### src/rtl/oau_serial_mac_if.sv
// Stream interface for the serial odd-part multiply-accumulate unit.
//
// Input stream : in_valid / in_ready / in_data, plus size_sel (sampled on the
//                first beat of a vector) and clear (synchronous abort).
// Output stream: out_valid / out_ready / out_data[MAX_DIM/2] / out_size.
//
// master: the side that produces input beats and consumes result vectors.
// slave : the MAC itself.
interface oau_serial_mac_if #(
  parameter int IN_WIDTH = 16,
  parameter int MAX_DIM  = 8
);
  logic                       clear;
  logic                       size_sel;
  logic                       in_valid;
  logic                       in_ready;
  logic signed [IN_WIDTH-1:0] in_data;
  logic                       out_valid;
  logic                       out_ready;
  logic signed [2*IN_WIDTH:0] out_data [MAX_DIM/2];
  logic                       out_size;

  modport master (
    output clear, size_sel, in_valid, in_data, out_ready,
    input  in_ready, out_valid, out_data, out_size
  );

  modport slave (
    input  clear, size_sel, in_valid, in_data, out_ready,
    output in_ready, out_valid, out_data, out_size
  );
endinterface

### src/rtl/oau_serial_mac.sv
// Serial multiply-accumulate unit for the odd part of the IntDCT.
// One butterfly difference arrives per accepted beat. Every odd output k is
// accumulated in parallel against coefficient C[k][n]. After the last beat the
// (optionally rounded and shifted) vector moves into a separate output register,
// so collection of the next vector can overlap with the consumer.
//
// Ports:
//   HCLK      clock, rising edge
//   HRESETn   asynchronous active-low reset
//   bus       oau_serial_mac_if.slave
//             clear                        synchronous abort
//             size_sel                     0 = 4-point, 1 = 8-point
//             in_valid/in_ready/in_data    input beat stream
//             out_valid/out_ready/out_data/out_size  result vector
module oau_serial_mac #(
  parameter int IN_WIDTH = 16,
  parameter int MAX_DIM  = 8,
  parameter int SHIFT    = 0
) (
  input logic            HCLK,
  input logic            HRESETn,
  oau_serial_mac_if.slave bus
);

  localparam int HALF   = MAX_DIM / 2;
  localparam int PROD_W = IN_WIDTH + 8;
  localparam int ACC_W  = PROD_W + $clog2(HALF);
  localparam int OUT_W  = 2 * IN_WIDTH + 1;
  // One spare bit so adding the rounding constant can never wrap.
  localparam int RND_W  = ACC_W + 1;
  localparam int EXT_W  = (RND_W > OUT_W) ? RND_W : OUT_W;
  localparam logic signed [RND_W-1:0] RND =
    (SHIFT > 0) ? (RND_W'(1) << ((SHIFT > 0) ? (SHIFT - 1) : 0)) : '0;

  // Coefficient ROM indexed by {size, k, n}. Entries outside the selected size
  // read as zero, so unused lanes accumulate nothing.
  function automatic logic signed [7:0] coef(input logic sz, input logic [1:0] k,
                                             input logic [1:0] n);
    logic signed [7:0] c;
    c = 8'sd0;
    case ({sz, k, n})
      5'b0_00_00: c = 8'sd83;
      5'b0_00_01: c = 8'sd36;
      5'b0_01_00: c = 8'sd36;
      5'b0_01_01: c = -8'sd83;
      5'b1_00_00: c = 8'sd89;
      5'b1_00_01: c = 8'sd75;
      5'b1_00_10: c = 8'sd50;
      5'b1_00_11: c = 8'sd18;
      5'b1_01_00: c = 8'sd75;
      5'b1_01_01: c = -8'sd18;
      5'b1_01_10: c = -8'sd89;
      5'b1_01_11: c = -8'sd50;
      5'b1_10_00: c = 8'sd50;
      5'b1_10_01: c = -8'sd89;
      5'b1_10_10: c = 8'sd18;
      5'b1_10_11: c = 8'sd75;
      5'b1_11_00: c = 8'sd18;
      5'b1_11_01: c = -8'sd50;
      5'b1_11_10: c = 8'sd75;
      5'b1_11_11: c = -8'sd89;
      default:    c = 8'sd0;
    endcase
    return c;
  endfunction

  logic [1:0]              r_cnt;
  logic                    r_size;
  logic signed [ACC_W-1:0] r_acc      [HALF];
  logic                    r_out_valid;
  logic                    r_out_size;
  logic signed [OUT_W-1:0] r_out_data [HALF];

  logic                    w_size_in;
  logic                    w_size;
  logic                    w_last;
  logic                    w_in_ready;
  logic                    w_accept;
  logic                    w_out_fire;
  logic signed [ACC_W-1:0] w_sum      [HALF];
  logic signed [OUT_W-1:0] w_res      [HALF];

  // A build limited to 4-point can never see an 8-point vector.
  assign w_size_in  = (MAX_DIM == 8) ? bus.size_sel : 1'b0;
  // The size is taken live on the first beat and from the latch afterwards,
  // so mid-vector changes of size_sel have no effect.
  assign w_size     = (r_cnt == 2'd0) ? w_size_in : r_size;
  assign w_last     = (r_cnt == (w_size ? 2'd3 : 2'd1));
  // Only the final beat can stall: it needs the output register to be free
  // (or being freed in this same cycle).
  assign w_in_ready = !bus.clear && !(w_last && r_out_valid && !bus.out_ready);
  assign w_accept   = bus.in_valid && w_in_ready;
  assign w_out_fire = r_out_valid && bus.out_ready;

  for (genvar g = 0; g < HALF; g++) begin : g_lane
    logic signed [PROD_W-1:0] w_prod;
    logic signed [ACC_W-1:0]  w_base;
    logic signed [RND_W-1:0]  w_rnd;
    logic signed [RND_W-1:0]  w_shr;
    logic signed [EXT_W-1:0]  w_ext;

    assign w_prod = PROD_W'(coef(w_size, 2'(g), r_cnt)) * PROD_W'(bus.in_data);
    // The first beat loads instead of adding, so no clear cycle is needed
    // between vectors.
    assign w_base = (r_cnt == 2'd0) ? '0 : r_acc[g];
    assign w_sum[g] = w_base + ACC_W'(w_prod);
    // Adding half an LSB before the arithmetic shift rounds ties toward +inf.
    assign w_rnd = RND_W'(w_sum[g]) + RND;
    assign w_shr = w_rnd >>> SHIFT;
    assign w_ext = EXT_W'(w_shr);
    assign w_res[g] = (g >= 2 && !w_size) ? '0 : w_ext[OUT_W-1:0];

    assign bus.out_data[g] = r_out_data[g];
  end

  always_ff @(posedge HCLK or negedge HRESETn) begin
    if (!HRESETn) begin
      r_cnt       <= 2'd0;
      r_size      <= 1'b0;
      r_out_valid <= 1'b0;
      r_out_size  <= 1'b0;
      for (int k = 0; k < HALF; k++) begin
        r_acc[k]      <= '0;
        r_out_data[k] <= '0;
      end
    end else if (bus.clear) begin
      // Output data deliberately keeps its last value.
      r_cnt       <= 2'd0;
      r_out_valid <= 1'b0;
      for (int k = 0; k < HALF; k++) begin
        r_acc[k] <= '0;
      end
    end else begin
      if (w_accept) begin
        for (int k = 0; k < HALF; k++) begin
          r_acc[k] <= w_sum[k];
        end
        if (r_cnt == 2'd0) begin
          r_size <= w_size_in;
        end
        if (w_last) begin
          r_cnt       <= 2'd0;
          r_out_valid <= 1'b1;
          r_out_size  <= w_size;
          for (int k = 0; k < HALF; k++) begin
            r_out_data[k] <= w_res[k];
          end
        end else begin
          r_cnt <= r_cnt + 2'd1;
        end
      end
      // A consumed result is replaced without a bubble when a new last beat
      // lands in the same cycle.
      if (w_out_fire && !(w_accept && w_last)) begin
        r_out_valid <= 1'b0;
      end
    end
  end

  assign bus.in_ready  = w_in_ready;
  assign bus.out_valid = r_out_valid;
  assign bus.out_size  = r_out_size;

endmodule

### src/flat_wrapper.sv
// flat-port wrapper written by rule: the top's interface ports become plain ports
module oau_serial_mac_flat 
#(
  parameter int IN_WIDTH = 16,
  parameter int MAX_DIM  = 8,
  parameter int SHIFT    = 0
)
  (HCLK, HRESETn, bus_clear, bus_size_sel, bus_in_valid, bus_in_data, bus_out_ready, bus_in_ready, bus_out_valid, bus_out_data, bus_out_size);
  oau_serial_mac_if #(.IN_WIDTH(IN_WIDTH), .MAX_DIM(MAX_DIM)) bus_i ();
  input logic HCLK;
  input logic HRESETn;
  input wire logic [$bits(bus_i.clear)-1:0] bus_clear;
  input wire logic [$bits(bus_i.size_sel)-1:0] bus_size_sel;
  input wire logic [$bits(bus_i.in_valid)-1:0] bus_in_valid;
  input wire logic [$bits(bus_i.in_data)-1:0] bus_in_data;
  input wire logic [$bits(bus_i.out_ready)-1:0] bus_out_ready;
  output wire logic [$bits(bus_i.in_ready)-1:0] bus_in_ready;
  output wire logic [$bits(bus_i.out_valid)-1:0] bus_out_valid;
  output wire logic [$bits(bus_i.out_data)-1:0] bus_out_data;
  output wire logic [$bits(bus_i.out_size)-1:0] bus_out_size;
  assign bus_i.clear = bus_clear;
  assign bus_i.size_sel = bus_size_sel;
  assign bus_i.in_valid = bus_in_valid;
  assign bus_i.in_data = bus_in_data;
  assign bus_i.out_ready = bus_out_ready;
  assign bus_in_ready = bus_i.in_ready;
  assign bus_out_valid = bus_i.out_valid;
  assign bus_out_data = {>>{bus_i.out_data}};
  assign bus_out_size = bus_i.out_size;
  oau_serial_mac #(.IN_WIDTH(IN_WIDTH), .MAX_DIM(MAX_DIM), .SHIFT(SHIFT)) u_core (.HCLK(HCLK), .HRESETn(HRESETn), .bus(bus_i));
endmodule
### config.mk
export PLATFORM = sky130hd
export DESIGN_NAME = oau_serial_mac_flat
export DESIGN_NICKNAME = d
export VERILOG_FILES = /design/src/rtl/oau_serial_mac_if.sv /design/src/rtl/oau_serial_mac.sv /design/src/flat_wrapper.sv
export SDC_FILE = /design/constraint.sdc
export NUM_CORES = 2
export LEC_CHECK = 0
export ABC_CLOCK_PERIOD_IN_PS = 19200
export CAP_MARGIN = 30
export CORE_ASPECT_RATIO = 1.75
export CORE_MARGIN = 1
export CORE_UTILIZATION = 60
export DETAILED_ROUTE_END_ITERATION = 8
export DONT_BUFFER_PORTS = 1
export GPL_ROUTABILITY_DRIVEN = 0
export PLACE_DENSITY_LB_ADDON = 0.25
export SETUP_SLACK_MARGIN = 0.4
export SYNTH_ARGS = -nofsm -noshare
export SYNTH_HDL_FRONTEND = slang
export SYNTH_SLANG_ARGS = --single-unit
### constraint.sdc
create_clock -name HCLK -period 19.2 [get_ports HCLK]
set_input_delay 4.8 -clock HCLK [delete_from_list [all_inputs] [get_ports HCLK]]
set_output_delay 4.8 -clock HCLK [all_outputs]
set_load 0.005 [all_outputs]
== After elaboration in Yosys (flattened, before gate mapping) ==
Cells that the tools add are included.

* Add/subtract/negate cells: 5
* Multipliers: 4
* Div/mod/pow operators: 0
* Magnitude comparators: 0
* Equality and inequality tests: 6
* Shift-type cells: 0
* Mux-type cells: 21
* Bitwise gates (word level): 1
* Reductions and logical operators: 19

{| class="wikitable"
|+ Operators by type and width
! kind !! count
|-
| 2-to-1 mux 104 bit || 2
|-
| adder 26 x 24 -> 26 bit || 4
|-
| 2-to-1 mux 26 bit || 4
|-
| multiplier 8 x 16 -> 24 bit || 4
|-
| 2-to-1 mux 33 bit || 2
|-
| case mux 8 bit (4 select lines) || 2
|-
| case mux 8 bit (6 select lines) || 1
|-
| case mux 7 bit (6 select lines) || 1
|-
| equality test 3 bit, second input constant || 4
|-
| 2-to-1 mux 2 bit || 4
|-
| logical AND 1 bit || 7
|-
| nonzero test 3 bit || 2
|-
| 2-to-1 mux 1 bit || 5
|-
| zero test 1 bit || 4
|-
| AND reduction 2 bit || 2
|-
| equality test 3 x 1 -> 1 bit, second input constant || 1
|-
| zero test 3 bit || 1
|-
| AND reduction 3 bit || 1
|-
| adder 2 x 1 -> 2 bit, second input constant || 1
|-
| equality test 2 bit || 1
|-
| zero test 2 bit || 1
|-
| nonzero test 2 bit || 1
|-
| NOT 1 bit || 1
|}

* Bits in registers: 227
* Bits in latches: 0
* Bits in writable memories: 0
* Memory bits (read-only): 0
* Input port bits: 22
* Output and inout port bits: 135
* Word-level logic and storage cells: 68
* Memories: 0

== Logic depth before layout (Yosys ltp) ==
* Depth in word-level cells: 14
* Depth in mapped cells: 31
* Mapped depth without buffers: 30

== Worst setup path before layout ==
No wires, ideal clock.

* Kind: input-to-reg
* Start point: in bus_size_sel
* End point: reg u_core.r_out_data (netlist bit u_core.bus.out_data[56])
* Library setup time: 0.121 ns
* Arrival: 10.605 ns
* Required time: 19.079 ns
* Slack: 8.474 ns
* Cell stages on the path: 23
* Path buffers: 1
* Path through: nand2_1 > o21ai_1 > nand2_1 > inv_2 > buf_1 > nand2_1 > inv_1 > nor2_1 > inv_1 > fa_1 > fa_1 > fa_1 > fa_1 > ha_1 > ha_1 > a21o_1 > a31oi_1 > o21ai_0 > a311o_1 > o221ai_1 > nor2b_1 > xnor2_1 > a22o_1

* Longest elaborated chain between the ends: 9
* Elaborated cells on any way between the ends: 17
* Classes of those cells: add/sub: 1; mul: 1; eq/ne: 5; mux: 4; reduce/logical: 6

{| class="wikitable"
|+ RTL lines
! what !! line !! text
|-
| start: declaration || flat_wrapper.sv:13 || <nowiki>input wire logic [$bits(bus_i.size_sel)-1:0] bus_size_sel;</nowiki>
|-
| 2-to-1 mux 1 bit * || oau_serial_mac.sv:87 || <nowiki>assign w_size = (r_cnt == 2'd0) ? w_size_in : r_size;</nowiki>
|-
| branches (longest 8 deep; another with adder 26 x 24 -> 26 bit) || n/a ||
|-
| end signal: indexed assignment || oau_serial_mac.sv:146 || <nowiki>r_out_data[k] <= w_res[k];</nowiki>
|-
| end: declaration || oau_serial_mac.sv:72 || <nowiki>logic signed [OUT_W-1:0] r_out_data [HALF];</nowiki>
|}

Every way passes the cells marked *.
A chain may end at the register's enable or synchronous reset.

== Final worst setup path ==
* Start point: in bus_size_sel
* End point: reg u_core.bus.out_data[124] (netlist name)

* Longest elaborated chain between the ends: 9
* Elaborated cells on any way between the ends: 18
* Classes of those cells: add/sub: 1; mul: 1; eq/ne: 6; mux: 3; reduce/logical: 7

{| class="wikitable"
|+ RTL lines
! what !! line
|-
| 2-to-1 mux 1 bit * || oau_serial_mac.sv:87
|-
| branches (longest 8 deep; another with adder 26 x 24 -> 26 bit) || n/a
|}

Marks and branches as above.

==> impl_results.md <==
- Status: finished, final reports clean
- Endpoint type of the worst setup path: flip-flop
- PD cells: 199 mW/mm^2
- Slowest CP cell: nand3_1
- Die Height: 293 um
- FF-to-FF setup slack: 9.99 ns
- EDFF count, synth: 0
- Dpl hpwl: 61400 um
- FP Rows: 106
- First-pass GRT wire length: 127000 um
- Min Tclk post-route: 11.93 ns
- Hold Path Class: flip-flop to flip-flop
- Yosys reg bits: 213
- Vias in the first global route: 23.8k
- Crit path buffers/inverters: 5
- CP Cell Sequence: nand2_1 -> o21ai_2 -> buf_4 -> nand2_1 -> inv_2 -> nor2_1 -> buf_4 -> nand3_1 -> and2_1 -> fa_1 -> fa_1 -> fa_1 -> inv_1 -> fa_1 -> inv_1 -> ha_1 -> o21a_1 -> o21ai_0 -> nand2_1 -> a32oi_1 -> o211ai_1 -> o41ai_1 -> mux2i_1 -> nand2_1
- Ratio of cells with drive above 1 in the final layout: 3.48%
- VDD IR max: 0.000175 V
- Slew margin rel.: 29.4%
- Startpoint types: primary input
- H-tree Lvls: 1
- Final Hold Viols: 0
- CTS root buf: clkbuf_16
- Internal power: 0.00281 W
- Syn Area/Cell: 9.53 um^2
- Crit-path leading delay family: adder cells
- FFs w/ async S/R, synth: 100%
- Worst Path Required: 19.65 ns
- Cell area after synthesis: 0.0291 mm^2
- DRC: 0
- P_sw: 0.00321 W
- Final net count: 3724
- DRT Pass-1 Iters: 6
- Clock network fraction of total power: 8.4%
- CTS tree: built
- Synthesized net count: 3834
- Worst Clk Skew: 0.0260 ns
- Total gr overflow: 0
- IO Count: 157
- Largest net degree at the start of global routing: 214
- Synth area leader: fa_1
- Yosys warns: 0
- WP depth: 24
- Post-synthesis sequential area ratio: 18.3%
- Critical path class: primary input to flip-flop
- Slew @ Worst Pin: 1.06 ns
- Tcrit/Tclk final: 62.1%
- Most numerous cell in the Yosys netlist: fa_1
- Port Buf Inserts: 0
- Resize count post-CTS: 0
- Switch share: 53.3%
- Final hold slack: 0.490 ns
- Worst hold path cell count: 2
- Hold-fix buffer count after cts: 0
- Filler Cell Count: 3977
- Post-route ant nets: 0
- CTS max path bufs: 3
- CTS Sinks: 213
- RSZ-0062 raised after global routing: no
- Clk slew on worst S/H paths: 0.07 ns
- Max cap viols: 0
- Main flop type after synthesis: dfrtp_1
- Area contributors post-synth: fa_1, dfrtp_1, ha_1
- CTS Buf Count: 23
- Total Power: 0.00602 W
- Die area: 0.0495 mm^2
- Static Leak: 16.5 nW
- Arr. time, crit path: 12.38 ns
- Yosys cell types: 66
- Sequential power share: 12.4%
- Die span in x: 169 um
- WL final: 78100 um
- Vias per cell: 5.91
- Initial antenna violation count: 0
- Initial Util: 60.8%
- Post-CTS Setup Bufs: 0
- Most frequent cells after synthesis: fa_1, inv_1, nand2_1, ha_1, dfrtp_1
- Global Route Usage Sum: 33.7%
- Worst stage delay on the critical path: 0.68 ns
- Via count: 21.4k
- Starting DRT DRC Count: 1217
- Final slew viol count: 0
- Fin cells: 3611
- Synthesized instance count: 3056
- Skew-Pair Late Insertion Delay: 0.57 ns
- Max frequency: 83.9 MHz
- Worst-case reg-to-reg path depth: 27
- Wire per inst: 21.6 um
- TNS Setup: 0 ns
- Top cell type's share of synthesized area: 34.4%
- Ant diodes: 0
- Cells after DPL: 3568
- Logic pwr share: 79.2%
- Setup violators final: 0
- Area of the core: 0.0479 mm^2
- Crit-path max FO: 31
- P&R area growth vs syn: 3.80%
registers in the layout, indices dropped and copies added, names as in the netlist:
signal                flops
u_core.r_acc            104
u_core.r_cnt              2
u_core.r_size             1
u_core.bus.out_size       1
u_core.bus.out_valid      1
u_core.bus.out_data     104
final cells by class:
class	instances	area, um^2	share of cell area, %
Clock buffer	31	656	2.17
Clock inverter	11	171	0.567
Inverter	463	1740	5.75
Multi-Input combinational cell	2228	21400	70.8
Sequential cell	213	5330	17.6
Tap cell	648	811	2.68
Timing Repair Buffer	17	128	0.422
worst register-to-register path: stages, from the launching register on:
cell and delay [ns]:
dfrtp_1 0.51, inv_1 0.18, ha_4 0.70, nand2_1 0.24
o21ai_2 0.11, buf_4 0.34, nand2_1 0.43, inv_2 0.48
nor2_1 0.10, buf_4 0.25, nand3_1 0.64, nand2_1 0.65
fa_1 0.69, inv_1 0.06, fa_1 0.49, inv_1 0.05
fa_1 0.48, fa_1 0.49, inv_1 0.04, ha_1 0.36
a21o_1 0.19, a21o_1 0.16, a21o_2 0.21, nor4_2 0.32
o311ai_1 0.22, and4b_1 0.25, a211o_1 0.26, a21o_1 0.17
layout by cell type, fill, tap and decap left out, types with 74 or more instances in the layout:
cell | Yosys | routed
and2_1 | 102 | 101
nand3_1 | 125 | 125
nand2_1 | 377 | 376
inv_1 | 462 | 461
dfrtp_1 | 213 | 213
ha_1 | 255 | 254
nand2b_1 | 76 | 76
fa_1 | 501 | 501
a21oi_1 | 74 | 74
nor2_1 | 142 | 142
worst paths after layout:
kind                                              start                                    to
max in group asynchronous                       HRESETn          u_core.r_acc[99]$_DFFE_PN0P_
setup reg to reg            u_core.r_cnt[0]$_DFFE_PN0P_         u_core.r_acc[102]$_DFFE_PN0P_
hold / removal             u_core.r_acc[48]$_DFFE_PN0P_          u_core.r_acc[48]$_DFFE_PN0P_
hold reg to reg            u_core.r_acc[48]$_DFFE_PN0P_          u_core.r_acc[48]$_DFFE_PN0P_
setup / recovery                           bus_size_sel  u_core.bus.out_data[124]$_DFFE_PN0P_
min in group asynchronous                       HRESETn   u_core.bus.out_data[12]$_DFFE_PN0P_
power groups by stage:
| stage | logic, W | clock network (W) | registers, W |
|---|---|---|---|
| after floorplan | 0.00362 | 0 | 0.000708 |
| final | 0.00477 | 0.000507 | 0.000747 |
| after CTS | 0.00475 | 0.000516 | 0.000750 |
| after global placement | 0.00455 | 0 | 0.000753 |
| after global routing | 0.00539 | 0.000529 | 0.000768 |
| after detailed placement | 0.00470 | 0 | 0.000757 |
cells by family after synthesis:
kind of cell	count (synthesis)	share of synthesized area (%)
AO/OA/AOI/OAI	355	7.82
XOR/XNOR	102	3.07
adder cells (fa/ha/maj)	756	45.4
buffers and inverters	615	8.39
flip-flops	213	18.3
multiplexers	7	0.241
AND/OR/NAND/NOR	1008	16.8
through the flow:
step	worst slack (ns)	cell area [um^2]	utilization, %
after floorplan	8.47	29100	-
after global placement	7.28	29400	61.4
after detailed placement	6.98	29400	61.4
after CTS	7.56	30200	63.1
after global routing	6.85	30200	63.1
final	7.27	30200	63.1
per-layer routing:
metal	share of wire (%)	routed length (um)	track usage (%)	vias to the layer above
met2	51	39500	57.9	916
li1	-	-	-	9421
met4	10	7870	28.6	0
met1	33	25900	36.4	10649
met3	6.3	4920	5.29	367
met5	0	0	0	-
No activity file was read; power rests on OpenSTA's default activity.
